<file path="config.mk">
export PLATFORM = sky130hd
export DESIGN_NAME = pipe_stage_elastic
export DESIGN_NICKNAME = d
export VERILOG_FILES = /design/src/rtl/pipe_stage_elastic.sv
export SDC_FILE = /design/constraint.sdc
export NUM_CORES = 1
export LEC_CHECK = 0
export CORE_MARGIN = 3
export CORE_UTILIZATION = 36
export CTS_BUF_LIST = sky130_fd_sc_hd__clkbuf_8
export CTS_CLUSTER_DIAMETER = 120
export CTS_CLUSTER_SIZE = 16
export DETAILED_ROUTE_END_ITERATION = 10
export GPL_TIMING_DRIVEN = 1
export PLACE_DENSITY = 0.69
export RECOVER_POWER = 25
export SLEW_MARGIN = 20
export SYNTH_ARGS = -nofsm -noshare
export SYNTH_HDL_FRONTEND = slang
export SYNTH_SLANG_ARGS = --single-unit
</file>
<file path="constraint.sdc">
create_clock -name clk -period 2 [get_ports clk]
set_input_delay 0.3 -clock clk [delete_from_list [all_inputs] [get_ports clk]]
set_output_delay 0.3 -clock clk [all_outputs]
set_load 0.05 [all_outputs]
</file>
<file path="src/rtl/pipe_stage_elastic.sv">
// pipe_stage_elastic: elastic stage register between two pipeline stages.
// Carries a WIDTH-bit payload under a valid/ready handshake. It supports
// flush and bubble insertion, and keeps a saturating stall-cycle counter.
// Build option PIPE_STAGE_SKID_EN: a two-entry skid buffer with a
// registered in_ready. Without it, the stage holds a single entry and
// passes out_ready through to in_ready combinationally.
module pipe_stage_elastic #(
   parameter int unsigned      WIDTH       = 32,
   parameter logic [WIDTH-1:0] CLEAR_VALUE = {WIDTH{1'b0}},
   parameter int unsigned      CNT_W       = 16
) (
   input  logic             clk,
   input  logic             CLR,
   input  logic             FLUSH,
   input  logic             in_valid,
   output logic             in_ready,
   input  logic             in_bubble,
   input  logic [WIDTH-1:0] in_data,
   output logic             out_valid,
   input  logic             out_ready,
   output logic [WIDTH-1:0] out_data,
   output logic [1:0]       occupancy,
   output logic [CNT_W-1:0] stall_cnt
);

   // The state encoding doubles as the occupancy count.
   localparam logic [1:0] S_EMPTY = 2'd0;
   localparam logic [1:0] S_ONE   = 2'd1;
   localparam logic [1:0] S_TWO   = 2'd2;

   logic [1:0]       state;
   logic [WIDTH-1:0] head;
   logic [WIDTH-1:0] acc_data;
   logic             in_fire;
   logic             out_fire;

   // A bubble is stored as a valid entry carrying CLEAR_VALUE.
   assign acc_data  = in_bubble ? CLEAR_VALUE : in_data;
   assign out_valid = (state != S_EMPTY);
   assign out_data  = out_valid ? head : CLEAR_VALUE;
   assign occupancy = state;
   assign in_fire   = in_valid & in_ready;
   assign out_fire  = out_valid & out_ready;

`ifdef PIPE_STAGE_SKID_EN
   logic [WIDTH-1:0] skid;

   // Ready comes from registered state only. This breaks the
   // combinational ready path from downstream back to upstream.
   assign in_ready = (state != S_TWO) & ~FLUSH & ~CLR;

   // Two-entry FIFO: head is presented downstream, skid catches the
   // entry that arrives while the head is stalled.
   always_ff @(posedge clk) begin
      if (CLR || FLUSH) begin
         state <= S_EMPTY;
         head  <= CLEAR_VALUE;
         skid  <= CLEAR_VALUE;
      end else begin
         case (state)
            S_EMPTY: begin
               if (in_fire) begin
                  state <= S_ONE;
                  head  <= acc_data;
               end
            end
            S_ONE: begin
               case ({in_fire, out_fire})
                  2'b10: begin
                     state <= S_TWO;
                     skid  <= acc_data;
                  end
                  2'b01: begin
                     state <= S_EMPTY;
                     head  <= CLEAR_VALUE;
                  end
                  2'b11: head <= acc_data;
                  default: ;
               endcase
            end
            S_TWO: begin
               if (out_fire) begin
                  state <= S_ONE;
                  head  <= skid;
                  skid  <= CLEAR_VALUE;
               end
            end
            default: begin
               state <= S_EMPTY;
               head  <= CLEAR_VALUE;
               skid  <= CLEAR_VALUE;
            end
         endcase
      end
   end
`else
   // Ready passes out_ready straight through, so a full stage can be
   // refilled in the same cycle that its head leaves.
   assign in_ready = ((state == S_EMPTY) | out_ready) & ~FLUSH & ~CLR;

   // Single slot. A new entry overwrites the head whenever accepted,
   // which is legal only when the stage is empty or draining.
   always_ff @(posedge clk) begin
      if (CLR || FLUSH) begin
         state <= S_EMPTY;
         head  <= CLEAR_VALUE;
      end else if (in_fire) begin
         state <= S_ONE;
         head  <= acc_data;
      end else if (out_fire) begin
         state <= S_EMPTY;
         head  <= CLEAR_VALUE;
      end
   end
`endif

   // Count cycles where the head is valid but blocked downstream.
   // The counter saturates, and only CLR resets it.
   always_ff @(posedge clk) begin
      if (CLR)
         stall_cnt <= '0;
      else if (out_valid && !out_ready && !FLUSH && !(&stall_cnt))
         stall_cnt <= stall_cnt + 1'b1;
   end

endmodule

</file>
# Word-level counts from Yosys, hierarchy flattened
# Index checks and enable logic that the tools add are counted.
# op_classes
n_addsub	1
muxes	6
bitwise_logic	7
reduce_logical	10
# op_table
cell	n
32-bit 2-to-1 mux	4
16-bit by 1-bit adder with 16-bit output (second input constant)	1
16-bit AND reduction	1
1-bit AND	4
1-bit logical AND	3
1-bit zero test	3
2-bit zero test	1
1-bit 2-to-1 mux	2
1-bit NOT	2
2-bit nonzero test	1
1-bit logical OR	1
1-bit OR	1
# totals
register_bits	49
inputBits	38

# Longest topological paths before layout
# depth
word_depth	6
ltp_mapped	6
depth_no_buf	5

# Worst setup path after synthesis
# No wires, ideal clock.
# synth_timing
path_kind	register -> register
from	reg state[0] (netlist: occupancy[0])
to	reg stall_cnt[15]
t_arrival_ps	2077
t_required_ps	1930
path_slack_ps	-148
stages_incl_launch_ff	6
n_path_buf	1
cell_sequence	dfxtp_1 -> buf_4 -> nand4bb_1 -> or4_4 -> or4_1 -> a21oi_1
# synth_between
elab_chain_len	3
# synth_rtl
item	line	source
from (decl)	31	logic [1:0] state;
from (signal assigned)	105	state <= S_EMPTY;
from (signal assigned)	108	state <= S_ONE;
from (signal assigned)	111	state <= S_EMPTY;
1-bit logical AND (3 in series)	122	else if (out_valid && !out_ready && !FLUSH && !(&stall_cnt))
to (signal assigned)	123	stall_cnt <= stall_cnt + 1'b1;
to (decl)	23	output logic [CNT_W-1:0] stall_cnt
# Every way passes these cells.
# A chain may end at the register's enable or synchronous reset.

# Final worst setup path
# layout_timing
from	reg stall_cnt[11]
to	out stall_cnt[11]
# No word-level cell between the ends.

==> qor.log <==
INFO  die            floorplan_die_width=84.6um
INFO  clock_network  clk_path_buf_depth=2
INFO  placed_design  dp_hpwl=4.49mm
INFO  drt            post_drt_wl_per_cell=15.0um
INFO  worst_setup_path crit_required=1.70ns
INFO  finish         area_added_between_synthesis_and_finish=66.0%
INFO  power          power.share.clock=37.0%
INFO  synthesis      mappedNetlistArea=2220squm
INFO  global_route   first_global_vias=2,148
INFO  worst_setup_path worst_path_largest_cell_delay=0.86ns
INFO  timing         skew=0.00259ns
INFO  die            coreArea=5740squm
INFO  clock_network  post-cts-setup-buffer-count=0
INFO  global_route   grt.total_usage=18.1%
INFO  worst_setup_path worst_ep_arrival_time=1.63ns
INFO  placed_design  gpl_wtd_cong=0.778
INFO  global_route   pin_count_of_the_biggest_net_entering_global_routing=34
INFO  drt            vias=2,216
INFO  worst_setup_path crit_path_cell_trace=clkdlybuf4s50_1
INFO  clock_network  worst_skew_late_latency=0.30ns
INFO  power          p_leak=1.30nW
INFO  worst_setup_path end_kind=output port
INFO  hold_path      holdCritPathClass=flop to flop
INFO  synthesis      yosysWarnings=0
INFO  finish         antenna_cells_inserted=0
INFO  job            maximum_capacitance_violations=0
INFO  worst_setup_path crit_path_max_fanout=8
INFO  timing         finalWorstPathRequiredPeriod=1.93ns
INFO  die            std_cell_rows=27
INFO  timing         grt_setup_unrepaired=no
INFO  clock_network  cts.sink_count=49
INFO  synthesis      net_count_after_synthesis=291
INFO  timing         finalCritPeriodShare=96.4%
INFO  global_route   global_route.overflow_total=0
INFO  timing         setup_violations=0
INFO  synthesis      avgSynthCellArea=8.82squm
INFO  power          ir_drop=0.477mV
INFO  finish         num-nets-final=385
INFO  worst_setup_path worstPathBufferInverterCount=1
INFO  worst_setup_path cp-start-kind=flop
INFO  drt            drt_wl_total=6.28mm
INFO  finish         most_used_cells_in_the_layout_excluding_fill_and_tap_cells=clkdlybuf4s50_1 (53), dfxtp_1 (41), nor2_1 (39), buf_12 (34), a22oi_1 (32)
INFO  drt            drt_iter0_drc=100
INFO  clock_network  htreeDepth=2
INFO  global_route   antenna_found_initial=0
INFO  synthesis      synth-main-ff-cell=dfxtp_1
INFO  timing         whs=0.498ns
INFO  timing         tightestPinTransition=0.685ns
INFO  clock_network  postCtsHoldBufs=0
INFO  finish         fillCellCount=472
INFO  worst_setup_path critPathTopFamily=buffers and inverters
INFO  drt            detail_route.vias_per_cell=5.30
INFO  finish         layout_commonest_cell=clkdlybuf4s50_1
INFO  synthesis      synth_async_reset_ratio=0%
INFO  clock_network  cts_tree=done
INFO  power          combinationalPowerShare=10.2%
INFO  timing         hold_violations=0
INFO  synthesis      sequential_element_share_of_the_synthesized_area=44.1%
INFO  placed_design  portBuffers=88
INFO  worst_setup_path cp_slowest_cell=clkdlybuf4s50_1
INFO  power          power_switching=0.422mW
INFO  die            die_area=7150squm
INFO  run_status     outcome=complete, no violations
INFO  power          power.density_cell_area=506nW/um^2
INFO  timing         maxClockFrequency=518MHz
INFO  timing         maxSlewHeadroom=54.3%
INFO  global_route   grt_pass1_wl=10.5mm
INFO  synthesis      synth_largest_type_area_fraction=44.1%
INFO  finish         drive_above_1_share=20.5%
INFO  synthesis      synth-edff-count=0
INFO  clock_network  clk_root_buffer_cell=clkbuf_8
INFO  die            die-height=84.6um
INFO  synthesis      synth_largest_area_cell=dfxtp_1
INFO  clock_network  clkTransAtPathRegs=0.09ns
INFO  synthesis      leading_post_synthesis_cells_by_cell_area=dfxtp_1 (44%), a22oi_1 (11%), and2_1 (9.3%)
INFO  synthesis      synthesis.instances=252
INFO  power          total_power=1.87mW
INFO  power          sequentialPowerShare=52.7%
INFO  power          switching_share=22.6%
INFO  clock_network  tritoncts.num_buffers=5
INFO  synthesis      synthDistinctLibCells=37
INFO  power          p_int=1.45mW
INFO  drt            drt_pre_antenna_iters=4
INFO  die            num_io_pins=90
INFO  die            initial_utilization=38.7%
INFO  synthesis      synthesized_flop_and_latch_total=49
INFO  drt            antenna_viol_nets_final=0
INFO  worst_setup_path setup.worst_path.class=flop to output port
INFO  drt            drt_drc_violations_left=0
INFO  clock_network  number_of_instances_resized_during_post_cts_repair=0
INFO  timing         pins_over_their_slew_limit=0
-- Yosys cell counts, drive strengths merged, types with 5 or more instances --
cell type	instances
clkbuf	12
a21oi	12
nor2	39
nand4	6
o31ai	5
nand2	8
and2	33
nor2b	5
or4	8
buf	6
dfxtp	49
a22oi	32
-- area by class of cell --
| class | instances | area, sq um | area share (%) |
|---|---|---|---|
| clock inverters | 2 | 35.0 | 0.949 |
| multi-input cells | 185 | 1170 | 31.7 |
| well taps | 72 | 90.1 | 2.44 |
| repair buffers | 105 | 1330 | 36.1 |
| flip-flops and latches | 49 | 991 | 26.9 |
| clock buffers | 5 | 68.8 | 1.87 |
-- metrics by stage --
stage	utilization, %	cell area (sq um)	cells	setup TNS, ns	worst slack, ns
floorplan	-	2230	252	0	0.0202
global placement	62.7	3600	411	-0.448	-0.119
detailed placement	62.7	3600	411	-0.733	-0.128
CTS	64.5	3700	418	0	0.0721
global route	64.2	3690	418	0	0.00900
finish	64.2	3690	418	0	0.0710
-- logic make-up (layout without fill, tap and decap cells) --
family,count (synthesis),count (layout),share of synthesized area (%)
compound gates,57,57,17.6
fa+ha+maj,1,1,0.563
buf+inv,18,112,3.72
flops,49,49,44.1
mux,4,4,1.97
other cells,1,1,0.169
simple gates,122,122,31.8
-- power by group through the flow --
stage	Combinational, mW	Clock (mW)	Sequential [mW]
final	0.192	0.692	0.985
after global routing	0.207	0.766	0.987
after CTS	0.195	0.714	0.985
after detailed placement	0.195	0	1.01
after global placement	0.194	0	1.01
after floorplan	0.0765	0	1.01
-- registers in the layout (all words and copies together), names as in the netlist --
name,cells
occupancy,1
stall_cnt,16
head,32
-- path summary, 6_finish.rpt --
path | from | to | slack [ns] | cells past startpoint
worst max-delay path | stall_cnt[11] | stall_cnt[11] | 0.07 | 1
worst min-delay path | head[7] | head[7] | 0.50 | 2
worst max register to register | stall_cnt[0] | stall_cnt[0] | 0.23 | 5
worst min register to register | head[7] | head[7] | 0.50 | 2
-- per-layer routing --
| layer | vias to the layer above | share of wire, % | track usage (%) |
|---|---|---|---|
| met1 | 1042 | 42 | 22.4 |
| met2 | 72 | 44 | 26.0 |
| met4 | 0 | 0.81 | 3.45 |
| met3 | 7 | 13 | 12.6 |
| met5 | - | 0 | 0 |
| li1 | 1095 | - | - |
Note: power is estimated with default switching activity, not from simulation.
